===== config.mk =====
export PLATFORM = sky130hd
export DESIGN_NAME = instr_fetch_controller
export DESIGN_NICKNAME = d
export VERILOG_FILES = /design/src/rtl/instr_fetch_controller.sv
export SDC_FILE = /design/constraint.sdc
export NUM_CORES = 1
export LEC_CHECK = 0
export ABC_AREA = 0
export CAP_MARGIN = 20
export CORE_ASPECT_RATIO = 0.9
export CORE_MARGIN = 8
export CORE_UTILIZATION = 35
export DETAILED_ROUTE_END_ITERATION = 10
export PLACE_DENSITY = 0.66
export SLEW_MARGIN = 5
export SYNTH_ARGS = -nofsm -noshare
export SYNTH_HDL_FRONTEND = slang
export SYNTH_SLANG_ARGS = --single-unit
export TNS_END_PERCENT = 1

===== constraint.sdc =====
create_clock -name clk -period 13.3 [get_ports clk]
set_clock_uncertainty 0.2 [all_clocks]
set_input_delay 2.66 -clock clk [delete_from_list [all_inputs] [get_ports clk]]
set_output_delay 2.66 -clock clk [all_outputs]
set_load 0.05 [all_outputs]

===== src/rtl/instr_fetch_controller.sv =====
// Instruction fetch controller for a combinational program ROM.
// It keeps an internal PC and presents it on mem_address_o in every state.
// The ROM word returned in the same cycle is registered onto instruction_o,
// and its address is registered onto pc_o.
// Halt, branch redirect and stall are supported. Fetching from a PC outside
// the ROM window, or from a misaligned PC, enters a sticky fault.
//
// Ports:
//   clk, reset                        clock, asynchronous active-high reset
//   start_i, halt_i, stall_i          run control
//   branch_valid_i, branch_target_i   redirect request and target byte address
//   mem_address_o, mem_instruction_i  ROM address out, ROM data in
//   instruction_o, pc_o, instr_valid_o  registered fetch result
//   fault_o, fault_addr_o             sticky fault flag and offending PC
//   state_o                           current FSM state
//
// state   | meaning
// --------+-----------------------------------------------------------
// S_IDLE  | not fetching, PC held, waiting for start_i
// S_FETCH | streaming one word per cycle
// S_HOLD  | downstream stalled, outputs and PC frozen
// S_FAULT | illegal PC seen, frozen until reset
module instr_fetch_controller #(
    parameter int unsigned            MEMORY_DEPTH = 256,
    parameter int unsigned            DATA_WIDTH   = 32,
    parameter logic [DATA_WIDTH-1:0]  BASE_ADDR    = 32'h00400000
) (
    input  logic                  clk,
    input  logic                  reset,
    input  logic                  start_i,
    input  logic                  halt_i,
    input  logic                  stall_i,
    input  logic                  branch_valid_i,
    input  logic [DATA_WIDTH-1:0] branch_target_i,
    output logic [DATA_WIDTH-1:0] mem_address_o,
    input  logic [DATA_WIDTH-1:0] mem_instruction_i,
    output logic [DATA_WIDTH-1:0] instruction_o,
    output logic [DATA_WIDTH-1:0] pc_o,
    output logic                  instr_valid_o,
    output logic                  fault_o,
    output logic [DATA_WIDTH-1:0] fault_addr_o,
    output logic [1:0]            state_o
);

    typedef enum logic [1:0] {
        S_IDLE  = 2'd0,
        S_FETCH = 2'd1,
        S_HOLD  = 2'd2,
        S_FAULT = 2'd3
    } state_t;

    // The bounds are compared one bit wider than the data width, so a window
    // near the top of the address space cannot wrap around.
    localparam logic [DATA_WIDTH:0] FIRST_ADDR = {1'b0, BASE_ADDR};
    localparam logic [DATA_WIDTH:0] LAST_ADDR  =
        FIRST_ADDR + (DATA_WIDTH+1)'(4 * (MEMORY_DEPTH - 1));

    state_t                state_q, state_d;
    logic [DATA_WIDTH-1:0] pc_q, pc_d;
    logic [DATA_WIDTH-1:0] instr_q, instr_d;
    logic [DATA_WIDTH-1:0] pc_out_q, pc_out_d;
    logic                  valid_q, valid_d;
    logic                  fault_q, fault_d;
    logic [DATA_WIDTH-1:0] fault_addr_q, fault_addr_d;
    logic                  pc_legal;

    assign pc_legal = (pc_q[1:0] == 2'b00) &&
                      ({1'b0, pc_q} >= FIRST_ADDR) &&
                      ({1'b0, pc_q} <= LAST_ADDR);

    always_comb begin
        state_d      = state_q;
        pc_d         = pc_q;
        instr_d      = instr_q;
        pc_out_d     = pc_out_q;
        valid_d      = valid_q;
        fault_d      = fault_q;
        fault_addr_d = fault_addr_q;
        unique case (state_q)
            S_IDLE: begin
                valid_d = 1'b0;
                if (start_i) state_d = S_FETCH;
            end
            S_FETCH, S_HOLD: begin
                if (halt_i) begin
                    state_d = S_IDLE;
                    valid_d = 1'b0;
                end else if (branch_valid_i) begin
                    // The target is only range-checked once it becomes the PC.
                    pc_d    = branch_target_i;
                    valid_d = 1'b0;
                    state_d = S_FETCH;
                end else if (!pc_legal) begin
                    state_d      = S_FAULT;
                    fault_d      = 1'b1;
                    fault_addr_d = pc_q;
                    valid_d      = 1'b0;
                end else if (stall_i) begin
                    state_d = S_HOLD;
                end else begin
                    instr_d  = mem_instruction_i;
                    pc_out_d = pc_q;
                    valid_d  = 1'b1;
                    pc_d     = pc_q + DATA_WIDTH'(4);
                    state_d  = S_FETCH;
                end
            end
            S_FAULT: begin
                valid_d = 1'b0;
            end
            default: state_d = S_IDLE;
        endcase
    end

    always_ff @(posedge clk or posedge reset) begin
        if (reset) begin
            state_q      <= S_IDLE;
            pc_q         <= BASE_ADDR;
            instr_q      <= '0;
            pc_out_q     <= '0;
            valid_q      <= 1'b0;
            fault_q      <= 1'b0;
            fault_addr_q <= '0;
        end else begin
            state_q      <= state_d;
            pc_q         <= pc_d;
            instr_q      <= instr_d;
            pc_out_q     <= pc_out_d;
            valid_q      <= valid_d;
            fault_q      <= fault_d;
            fault_addr_q <= fault_addr_d;
        end
    end

    assign mem_address_o = pc_q;
    assign instruction_o = instr_q;
    assign pc_o          = pc_out_q;
    assign instr_valid_o = valid_q;
    assign fault_o       = fault_q;
    assign fault_addr_o  = fault_addr_q;
    assign state_o       = state_q;

endmodule


==> results of run 1 <==
[sequential cells by signal, summed over array words and instances (netlist names)]
name,count
fault_addr_o,32
instruction_o,32
mem_address_o,32
pc_o,32
state_o,2
fault_o,1
instr_valid_o,1
[worst min path at each step]
| stage | from | cells past startpoint | endpoint |
|---|---|---|---|
| finish | fault_o$_DFFE_PP0P_ | 1 | fault_o$_DFFE_PP0P_ |
| global route | fault_o$_DFFE_PP0P_ | 1 | fault_o$_DFFE_PP0P_ |
| CTS | fault_o$_DFFE_PP0P_ | 1 | fault_o$_DFFE_PP0P_ |
| detailed placement | fault_o$_DFFE_PP0P_ | 1 | fault_o$_DFFE_PP0P_ |
| global placement | fault_o$_DFFE_PP0P_ | 1 | fault_o$_DFFE_PP0P_ |
| floorplan | mem_address_o[22]$_DFFE_PP1P_ | 2 | mem_address_o[22]$_DFFE_PP1P_ |
[cells by family (layout without fill, tap and decap cells)]
group                    after synthesis  count (layout)
flip-flops                           132             132
AND/OR/NAND/NOR                      120             120
multiplexers                          75              75
AO/OA/AOI/OAI                         45              45
buffers and inverters                 30             247
adder cells (fa/ha/maj)                3               3
[layout make-up]
type,count,area (sq um)
Clock inverter,15,189
Fill cell,1250,6660
Timing Repair Buffer,205,2060
Multi-Input combinational cell,243,1900
Clock buffer,17,425
Sequential cell,132,3300
Tap cell,198,248
Inverter,10,40.0
[placed cells by master (no fill, tap or decap), types with 4 or more instances in the layout]
cell type | synthesis | layout
clkbuf_16 | 0 | 17
nand3_1 | 8 | 8
nand4_1 | 6 | 6
dfrtp_1 | 131 | 131
nor2b_1 | 28 | 28
nor4_1 | 4 | 4
o21ai_0 | 8 | 8
nand2b_1 | 4 | 4
nand2_1 | 37 | 37
bufinv_16 | 0 | 4
clkinv_2 | 0 | 7
a22o_1 | 6 | 6
inv_1 | 10 | 9
o21a_1 | 6 | 6
mux2_2 | 72 | 72
a21oi_1 | 6 | 6
clkdlybuf4s50_1 | 0 | 201
nor2_1 | 12 | 12
[power by group through the flow]
stage                     Sequential, W  Combinational, W  Clock [W]
after CTS                      0.000597          0.000736   0.000496
after detailed placement       0.000603          0.000734          0
after global placement         0.000596          0.000729          0
after floorplan                0.000883          0.000177          0
final                          0.000597          0.000729   0.000484
after global routing           0.000612          0.000764   0.000516
[worst max-delay path, stage by stage]
cell	delay, ns
clkdlybuf4s50_1	0.45
nor2b_1	0.72
nand2b_1	0.23
nor4_4	0.18
buf_4	0.64
mux2_2	0.41
[through the flow]
step	setup slack [ns]	instances	utilization [%]	total power, W	hold slack, ns
floorplan	6.92	405	-	0.00106	0.385
global placement	7.80	787	50.8	0.00132	0.249
detailed placement	7.64	787	50.8	0.00134	0.253
CTS	8.08	819	54.9	0.00183	0.270
global route	7.89	820	55.1	0.00189	0.285
finish	8.06	820	55.1	0.00181	0.263
[layer usage]
layer  routed length, um  global-route usage (%)  part of all wire [%]
met5                   0                       0                     0
met4                 234                    6.00                   1.5
met3                1220                    6.24                   7.9
met2                7450                    25.3                    49
met1                6390                    19.7                    42
==> reports/metrics.cfg, run 1 <==
[outcome]
status=completed

[drt]
ant_nets=0
drt_iter0_markers=189
vias_per_cell=4.80
routed_wl_um=15300
vias=3933
detail_route.first_pass.iterations=4
drc=0
wire_per_inst_um=18.6

[placed_design]
gp_congestion=0.763
dpl.hpwl_um=11100
place_area_sq_um=7520
io_buffer_count=201

[yosys]
synth_top_family_by_area=multiplexers
yosysSeqAreaShare_pct=62.0
synth_compound_area_share_pct=6.13
synthDistinctLibCells=43
syn_area_sq_um=5330
yosysTopAreaCellShare_pct=61.5
synthTopCellsByArea=dfrtp_1, mux2_2, nor2b_1
netlist_instances=405
synth_edf_count=0
synth-main-ff-cell=dfrtp_1
post_synth_xor_area_fraction_pct=0
ys_warn_count=0
synth.largest_area_cell=dfrtp_1
synth_nets=478
synthAdderAreaFrac_pct=0.704
syn_avg_cell_area_sq_um=13.2
synthTopCellsByCount=dfrtp_1, mux2_2, nand2_1
post-synth-top-count-cell=dfrtp_1
ys_ff_latch=132
yosys.area_share.simple_pct=12.8
synth-async-reset-ratio_pct=100
synthMuxAreaShare_pct=15.8

[timing]
drv_slew=0
timing.fmax_ghz=0.191
tightest_slew_ns=0.905
slew_headroom_pct=39.5
fin_crit_sh_pct=39.4
finalSetupViolations=0
rsz0062_at_grt=no
period_needed_ns=5.24
final.setup.tns_ns=0
hold_violations=0

[clocking]
cts_resized=0
htree_num_levels=4
cts_setup_buffers=0
clockBufferDepth=2
clk_latency_ns=0.41
clock-sinks=132
cts_hold_buffers=0
clock-root-buffer=clkbuf_16
path_clk_slew_ns=0.05
cts_tree=done
numCtsBuffers=17

[pwr]
switchingPower_w=0.000744
ir_drop_mv=0.150
p_seq_share_pct=33.0
intPower_w=0.00107
p_clk_share_pct=26.8
leakage_nw=3.62
comb_power_share_pct=40.3
pwr_density_cell_nw_per_um2=222
swShare_pct=41.1

[floorplanning]
initial_utilization_pct=36.0
die-area_sq_um=19400
ioPinCount=202
core-area_sq_um=14800
die_w_um=146
num_rows=42
die_y_um=133

[finish]
syn2layout_area_growth_pct=53.2
antenna_cells=0
drive_above_1_share_pct=19.3
nets=682
fin_area_sq_um=8160

[setup_path]
start_kind=primary input
required_ns=13.39
crit_path_end=instruction_o[27]$_DFFE_PP0P_
r2r_end=instruction_o[27]$_DFFE_PP0P_
cp.arrival_ns=5.33
rr_startpoint=state_o[0]$_DFFE_PP0P_
crit_start=halt_i
reg2regPathDepth=7
cp-end-kind=register
cp_max_fo=65
reg2reg_slack_ns=10.00
worstSetupPathType=primary input to register

[job]
drv_cap=0

[hold_path]
hp-class=register to register

[grt]
grt_pass1_vias=4281
antenna_found_initial=0
grt_max_degree=89
grt_pass1_wl_um=24800
grt_usage_pct=16.1
grt_overflow=0

Note: power is estimated with default switching activity, not from simulation.
==> run 2: changes to the inputs <==
==> constraint.sdc (replaced) <==
create_clock -name clk -period 5.3 [get_ports clk]
set_clock_uncertainty 0.2 [all_clocks]
set_input_delay 1.06 -clock clk [delete_from_list [all_inputs] [get_ports clk]]
set_output_delay 1.06 -clock clk [all_outputs]
set_load 0.05 [all_outputs]
==> run 2 against run 1 <==
Total power rose to 2.6 times the previous value. Register-to-register slack worse by 7.7 ns. Largest cell class unchanged. Final cell count grew 0.24%. Critical path depth decreased by 5. Hold slack improved by 0.0020 ns. Die area stayed put. Count of clock-buffer cells in the layout up 6.
==> reports/metrics.cfg, run 2 (same netlist as run 1, synthesis figures left out) <==
[outcome]
status=completed

[clocking]
cts_resized=0  ; unchanged
cts_hold_buffers=0  ; unchanged
path_clk_slew_ns=0.05  ; about the same
cts_setup_buffers=0  ; unchanged
clockBufferDepth=2  ; unchanged
clock-sinks=132  ; unchanged
cts_tree=done
htree_num_levels=4  ; unchanged
clk_latency_ns=0.41  ; about the same
numCtsBuffers=17  ; unchanged
clock-root-buffer=clkbuf_16

[setup_path]
start_kind=register
worstSetupPathType=register to primary output
cp.arrival_ns=1.84  ; -3.49 ns
path_buf_inv=1  ; -1
required_ns=4.04  ; -9.35 ns
cp-end-kind=primary output
cp_max_fo=9  ; -86%
slowest_delay_ns=0.89  ; +0.17 ns
slowest_stage=clkdlybuf4s50_1
crit_chain=clkdlybuf4s50_1
crit_family=buffers and inverters

[grt]
grt_pass1_wl_um=24700  ; -0.36%
grt_pass1_vias=4279  ; -0.047%
grt_usage_pct=16.2  ; +0.11 points
antenna_found_initial=0  ; unchanged
grt_max_degree=51  ; -43%
grt_overflow=0  ; unchanged

[finish]
antenna_cells=0  ; unchanged
nets=684  ; +0.29%
stdcell_count=822  ; +0.24%
final_util_pct=55.4  ; +0.28 points
drive_above_1_share_pct=19.2  ; -0.062 points
syn2layout_area_growth_pct=53.9
final_common_cell=clkdlybuf4s50_1
layout_common_cells=clkdlybuf4s50_1, dfrtp_1, mux2_2, nand2_1, nor2b_1

[drt]
wire_per_inst_um=18.7  ; +0.38%
vias=3984  ; +1.3%
ant_nets=0  ; unchanged
vias_per_cell=4.85  ; +1.1%
routed_wl_um=15400  ; +0.63%
detail_route.first_pass.iterations=4  ; unchanged
drt_iter0_markers=116  ; -39%
drc=0  ; unchanged

[floorplanning]
die_w_um=146  ; unchanged
die-area_sq_um=19400  ; unchanged
initial_utilization_pct=36.0  ; unchanged
num_rows=42  ; unchanged
die_y_um=133  ; unchanged
core-area_sq_um=14800  ; unchanged
ioPinCount=202  ; unchanged

[timing]
rsz0062_at_grt=no
timing.fmax_ghz=0.323
fin_crit_sh_pct=58.5
period_needed_ns=3.10
hold_violations=0  ; unchanged
tightest_slew_ns=0.917  ; +0.0120 ns
final.setup.tns_ns=0  ; unchanged
finalSetupViolations=0  ; unchanged
slew_headroom_pct=38.9  ; -0.68 points
drv_slew=0  ; unchanged
worst_hold_slack_ns=0.265  ; +0.00198 ns

[hold_path]
hp-class=register to register

[pwr]
ir_drop_mv=0.286  ; +91%
pwr_density_cell_nw_per_um2=564  ; +150%
finalPower_w=0.00463  ; +160%
leakage_nw=3.64  ; +0.55%

[placed_design]
dp_cells=790  ; +0.38%
dpl.hpwl_um=11300  ; +2.0%
io_buffer_count=201  ; unchanged
gp_congestion=0.768  ; +0.66%

[job]
drv_cap=0  ; unchanged

[run 2: cell count changes in the layout (fill, tap and decap cells not counted)]
cell / previous run / this run
clkbuf_8: 0 / 4
clkinv_2: 7 / 3
clkinv_4: 3 / 0
buf_16: 1 / 0
clkbuf_1: 0 / 2
bufinv_16: 4 / 5
buf_4: 3 / 6
[run 2: worst reg2reg max path: cells and delay by family, from the launching register on]
kind / cells / cell delay, ns
and+or+nand+nor: 4 / 1.76
DFF: 1 / 0.45
muxes: 1 / 0.44
[run 2: final cells by class]
class                      instances  area, sq um
clock inverter                     9          173
timing repair buffer             207         2060
fill                            1240         6610
inverter                          10         40.0
multi-input combinational        243         1900
clock buffer                      23          488
sequential                       132         3300
tap                              198          248
[run 2: routing by layer]
layer  routed length [um]  vias to the layer above  part of all wire, %  global-route usage [%]
met5                    0                        -                    0                       0
met3                 1040                       10                  6.7                    7.12
met1                 6600                     2022                   43                    19.4
met4                  147                        0                 0.96                    4.52
met2                 7600                      111                   49                    26.1
li1                     -                     1841                    -                       -
[run 2: stage by stage]
stage	cell area, sq um	setup slack, ns
2_1_floorplan	5330	0.516
3_3_place_gp	7540	2.01
3_5_place_dp	7540	1.94
4_1_cts	8210	2.14
5_1_grt	8210	2.12
6_report	8210	2.20
[run 2: where the power goes]
| part | total (W) | internal (W) | switching, W | leakage, nW |
|---|---|---|---|---|
| Sequential | 0.00150 | 0.00124 | 0.000261 | 1.71 |
| Combinational | 0.00184 | 0.000659 | 0.00118 | 1.61 |
| Clock | 0.00130 | 0.000882 | 0.000414 | 0.323 |
[run 2: path summary, 6_finish.rpt]
kind | slack (ns) | startpoint | cells past startpoint | endpoint
worst max register to register | 2.33 | mem_address_o[31]$_DFFE_PP0P_ | 5 | fault_addr_o[11]$_DFFE_PP0P_
max in group asynchronous | 3.00 | reset | 3 | pc_o[19]$_DFFE_PP0P_
min in group asynchronous | 0.89 | reset | 2 | instruction_o[2]$_DFFE_PP0P_
worst max-delay path | 2.20 | mem_address_o[5]$_DFFE_PP0P_ | 1 | mem_address_o[5]
worst min register to register | 0.26 | fault_o$_DFFE_PP0P_ | 1 | fault_o$_DFFE_PP0P_
worst min-delay path | 0.26 | fault_o$_DFFE_PP0P_ | 1 | fault_o$_DFFE_PP0P_
==> run 3: changes to the inputs <==
==> constraint.sdc (replaced) <==
create_clock -name clk -period 2.95 [get_ports clk]
set_clock_uncertainty 0.2 [all_clocks]
set_input_delay 0.59 -clock clk [delete_from_list [all_inputs] [get_ports clk]]
set_output_delay 0.59 -clock clk [all_outputs]
set_load 0.05 [all_outputs]
==> run 3 against run 2 <==
Utilization grew 0.12 points. Non-clock buffer count grew 14. Design area is 0.21% higher. Count of clock-buffer cells in the layout increased by 3. Largest cell class unchanged. Clock power rose by 44%. Combinational power up 86%. Final cell count up 1.7%. Global-route usage increased by 0.23 points. Register-to-register slack worse by 2.0 ns. Largest power group unchanged. Total power up 71%.
==> reports/metrics.cfg, run 3 (same netlist as run 1, synthesis figures left out) <==
[placed_design]
io_buffer_count=201  ; unchanged
dpl.hpwl_um=11600  ; +2.8%
gp_congestion=0.795  ; +3.5%
place_area_sq_um=7700  ; +2.1%

[timing]
hold_violations=0  ; unchanged
final.setup.tns_ns=0  ; unchanged
fin_crit_sh_pct=89.4
period_needed_ns=2.64
tightest_slew_ns=0.680  ; -0.237 ns
worst_hold_slack_ns=0.272  ; +0.00667 ns
drv_slew=0  ; unchanged
timing.fmax_ghz=0.379
rsz0062_at_grt=no
slew_headroom_pct=54.4  ; +16 points
finalSetupViolations=0  ; unchanged

[finish]
antenna_cells=0  ; unchanged
final_util_pct=55.5  ; +0.12 points
layout_common_cells=clkdlybuf4s50_1, dfrtp_1, mux2_2, nand2_1, nor2b_1
nets=698  ; +2.0%
fin_area_sq_um=8220  ; +0.21%
drive_above_1_share_pct=20.4  ; +1.1 points
final_common_cell=clkdlybuf4s50_1
syn2layout_area_growth_pct=54.3

[floorplanning]
ioPinCount=202  ; unchanged
die-area_sq_um=19400  ; unchanged
die_w_um=146  ; unchanged
num_rows=42  ; unchanged
initial_utilization_pct=36.0  ; unchanged
die_y_um=133  ; unchanged
core-area_sq_um=14800  ; unchanged

[setup_path]
start_kind=register
cp-end-kind=register
cp.arrival_ns=2.72  ; +0.88 ns
r2r_end=fault_addr_o[31]$_DFFE_PP0P_
cp_max_fo=28  ; +19
required_ns=3.04  ; -1.00 ns
reg2regPathDepth=6  ; +1
crit_chain=nor4_2 -> nand4_4 -> or2_2 -> nand2_2 -> buf_12 -> mux2_2
crit_family=simple AND/OR/NAND/NOR gates
slowest_delay_ns=0.49  ; -0.40 ns
rr_startpoint=mem_address_o[27]$_DFFE_PP0P_
worstSetupPathType=register to register
path_buf_inv=1  ; unchanged
reg2reg_slack_ns=0.31  ; -2.02 ns
slowest_stage=nor4_2

[drt]
drt_iter0_markers=197  ; +70%
detail_route.first_pass.iterations=4  ; unchanged
wire_per_inst_um=18.6  ; -0.38%
drc=0  ; unchanged
vias_per_cell=4.82  ; -0.47%
vias=4033  ; +1.2%
ant_nets=0  ; unchanged
routed_wl_um=15600  ; +1.3%

[clocking]
cts_tree=done
path_clk_slew_ns=0.06  ; about the same
clock-root-buffer=clkbuf_16
cts_setup_buffers=0  ; unchanged
cts_hold_buffers=0  ; unchanged
cts_resized=0  ; unchanged
clock-sinks=132  ; unchanged
clockBufferDepth=2  ; unchanged
htree_num_levels=4  ; unchanged
numCtsBuffers=17  ; unchanged
clk_latency_ns=0.41  ; about the same

[grt]
antenna_found_initial=0  ; unchanged
grtUsageMet2_pct=26.0  ; about the same
grt_usage_pct=16.4  ; +0.23 points
grt_max_degree=47  ; -7.8%
grt.busiest_layer=met2
grt_pass1_vias=4390  ; +2.6%
grt_use_met1_pct=19.6  ; +0.18 points
grt_overflow=0  ; unchanged
grt_pass1_wl_um=25100  ; +1.6%
use_met3_pct=7.74  ; +0.61 points

[pwr]
ir_drop_mv=0.616  ; +120%
switchingPower_w=0.00331  ; +79%
leakage_nw=3.66  ; +0.49%
intPower_w=0.00462  ; +66%
finalPower_w=0.00792  ; +71%
pwr_density_cell_nw_per_um2=964  ; +71%
swShare_pct=41.7  ; +1.8 points
p_seq_share_pct=33.3  ; +0.9 points
p_clk_share_pct=23.5  ; -4.5 points
comb_power_share_pct=43.2  ; +3.6 points

[outcome]
status=completed

[hold_path]
whs_endpoint=fault_o$_DFFE_PP0P_
hp-class=register to register
hold_depth=1  ; unchanged
hp-start=fault_o$_DFFE_PP0P_

[job]
drv_cap=0  ; unchanged

==> run 3: cell count changes in the layout (fill, tap and decap cells not counted) <==
cell | previous run | this run
bufinv_16 | 5 | 0
inv_4 | 1 | 0
clkinv_2 | 3 | 5
buf_4 | 6 | 16
buf_12 | 0 | 4
clkbuf_1 | 2 | 6
clkbuf_8 | 4 | 3
clkinvlp_4 | 1 | 2
==> run 3: worst max-delay path by stage <==
stage / from / end / slack, ns / cells after the start
after floorplan: state_o[1]$_DFFE_PP0P_ / pc_o[5]$_DFFE_PP0P_ / 0.40 / 8
after global placement: mem_address_o[27]$_DFFE_PP0P_ / fault_addr_o[1]$_DFFE_PP0P_ / 0.31 / 6
after detailed placement: mem_address_o[27]$_DFFE_PP0P_ / fault_addr_o[25]$_DFFE_PP0P_ / 0.29 / 6
after CTS: mem_address_o[27]$_DFFE_PP0P_ / fault_addr_o[31]$_DFFE_PP0P_ / 0.27 / 6
after global routing: mem_address_o[27]$_DFFE_PP0P_ / fault_addr_o[31]$_DFFE_PP0P_ / 0.17 / 6
final: mem_address_o[27]$_DFFE_PP0P_ / fault_addr_o[31]$_DFFE_PP0P_ / 0.31 / 6
==> run 3: power groups by stage <==
| stage | sequential (W) | combinational (W) | clock (W) |
|---|---|---|---|
| global placement | 0.00265 | 0.00341 | 0 |
| CTS | 0.00264 | 0.00346 | 0.00193 |
| detailed placement | 0.00267 | 0.00345 | 0 |
| global route | 0.00270 | 0.00360 | 0.00198 |
| floorplan | 0.00398 | 0.000798 | 0 |
| finish | 0.00264 | 0.00342 | 0.00187 |
==> run 3: per-layer routing <==
layer	wire length, um	part of all wire [%]	vias to the layer above
met3	1390	8.9	13
met1	6610	42	1991
li1	-	-	1870
met4	150	0.96	0
met5	0	0	-
met2	7440	48	159
==> run 3: cell type report <==
| class | count | area, sq um |
|---|---|---|
| fillers | 1259 | 6600 |
| flip-flops and latches | 132 | 3300 |
| repair buffers | 221 | 2210 |
| multi-input cells | 243 | 1900 |
| clock buffers | 26 | 489 |
| well taps | 198 | 248 |
| inverters | 10 | 41.3 |
| clock inverters | 6 | 32.5 |
==> run 3: metrics by stage <==
stage | setup slack [ns] | cells
2_1_floorplan | 0.403 | 405
3_3_place_gp | 0.310 | 804
3_5_place_dp | 0.291 | 804
4_1_cts | 0.268 | 836
5_1_grt | 0.170 | 836
6_report | 0.314 | 836
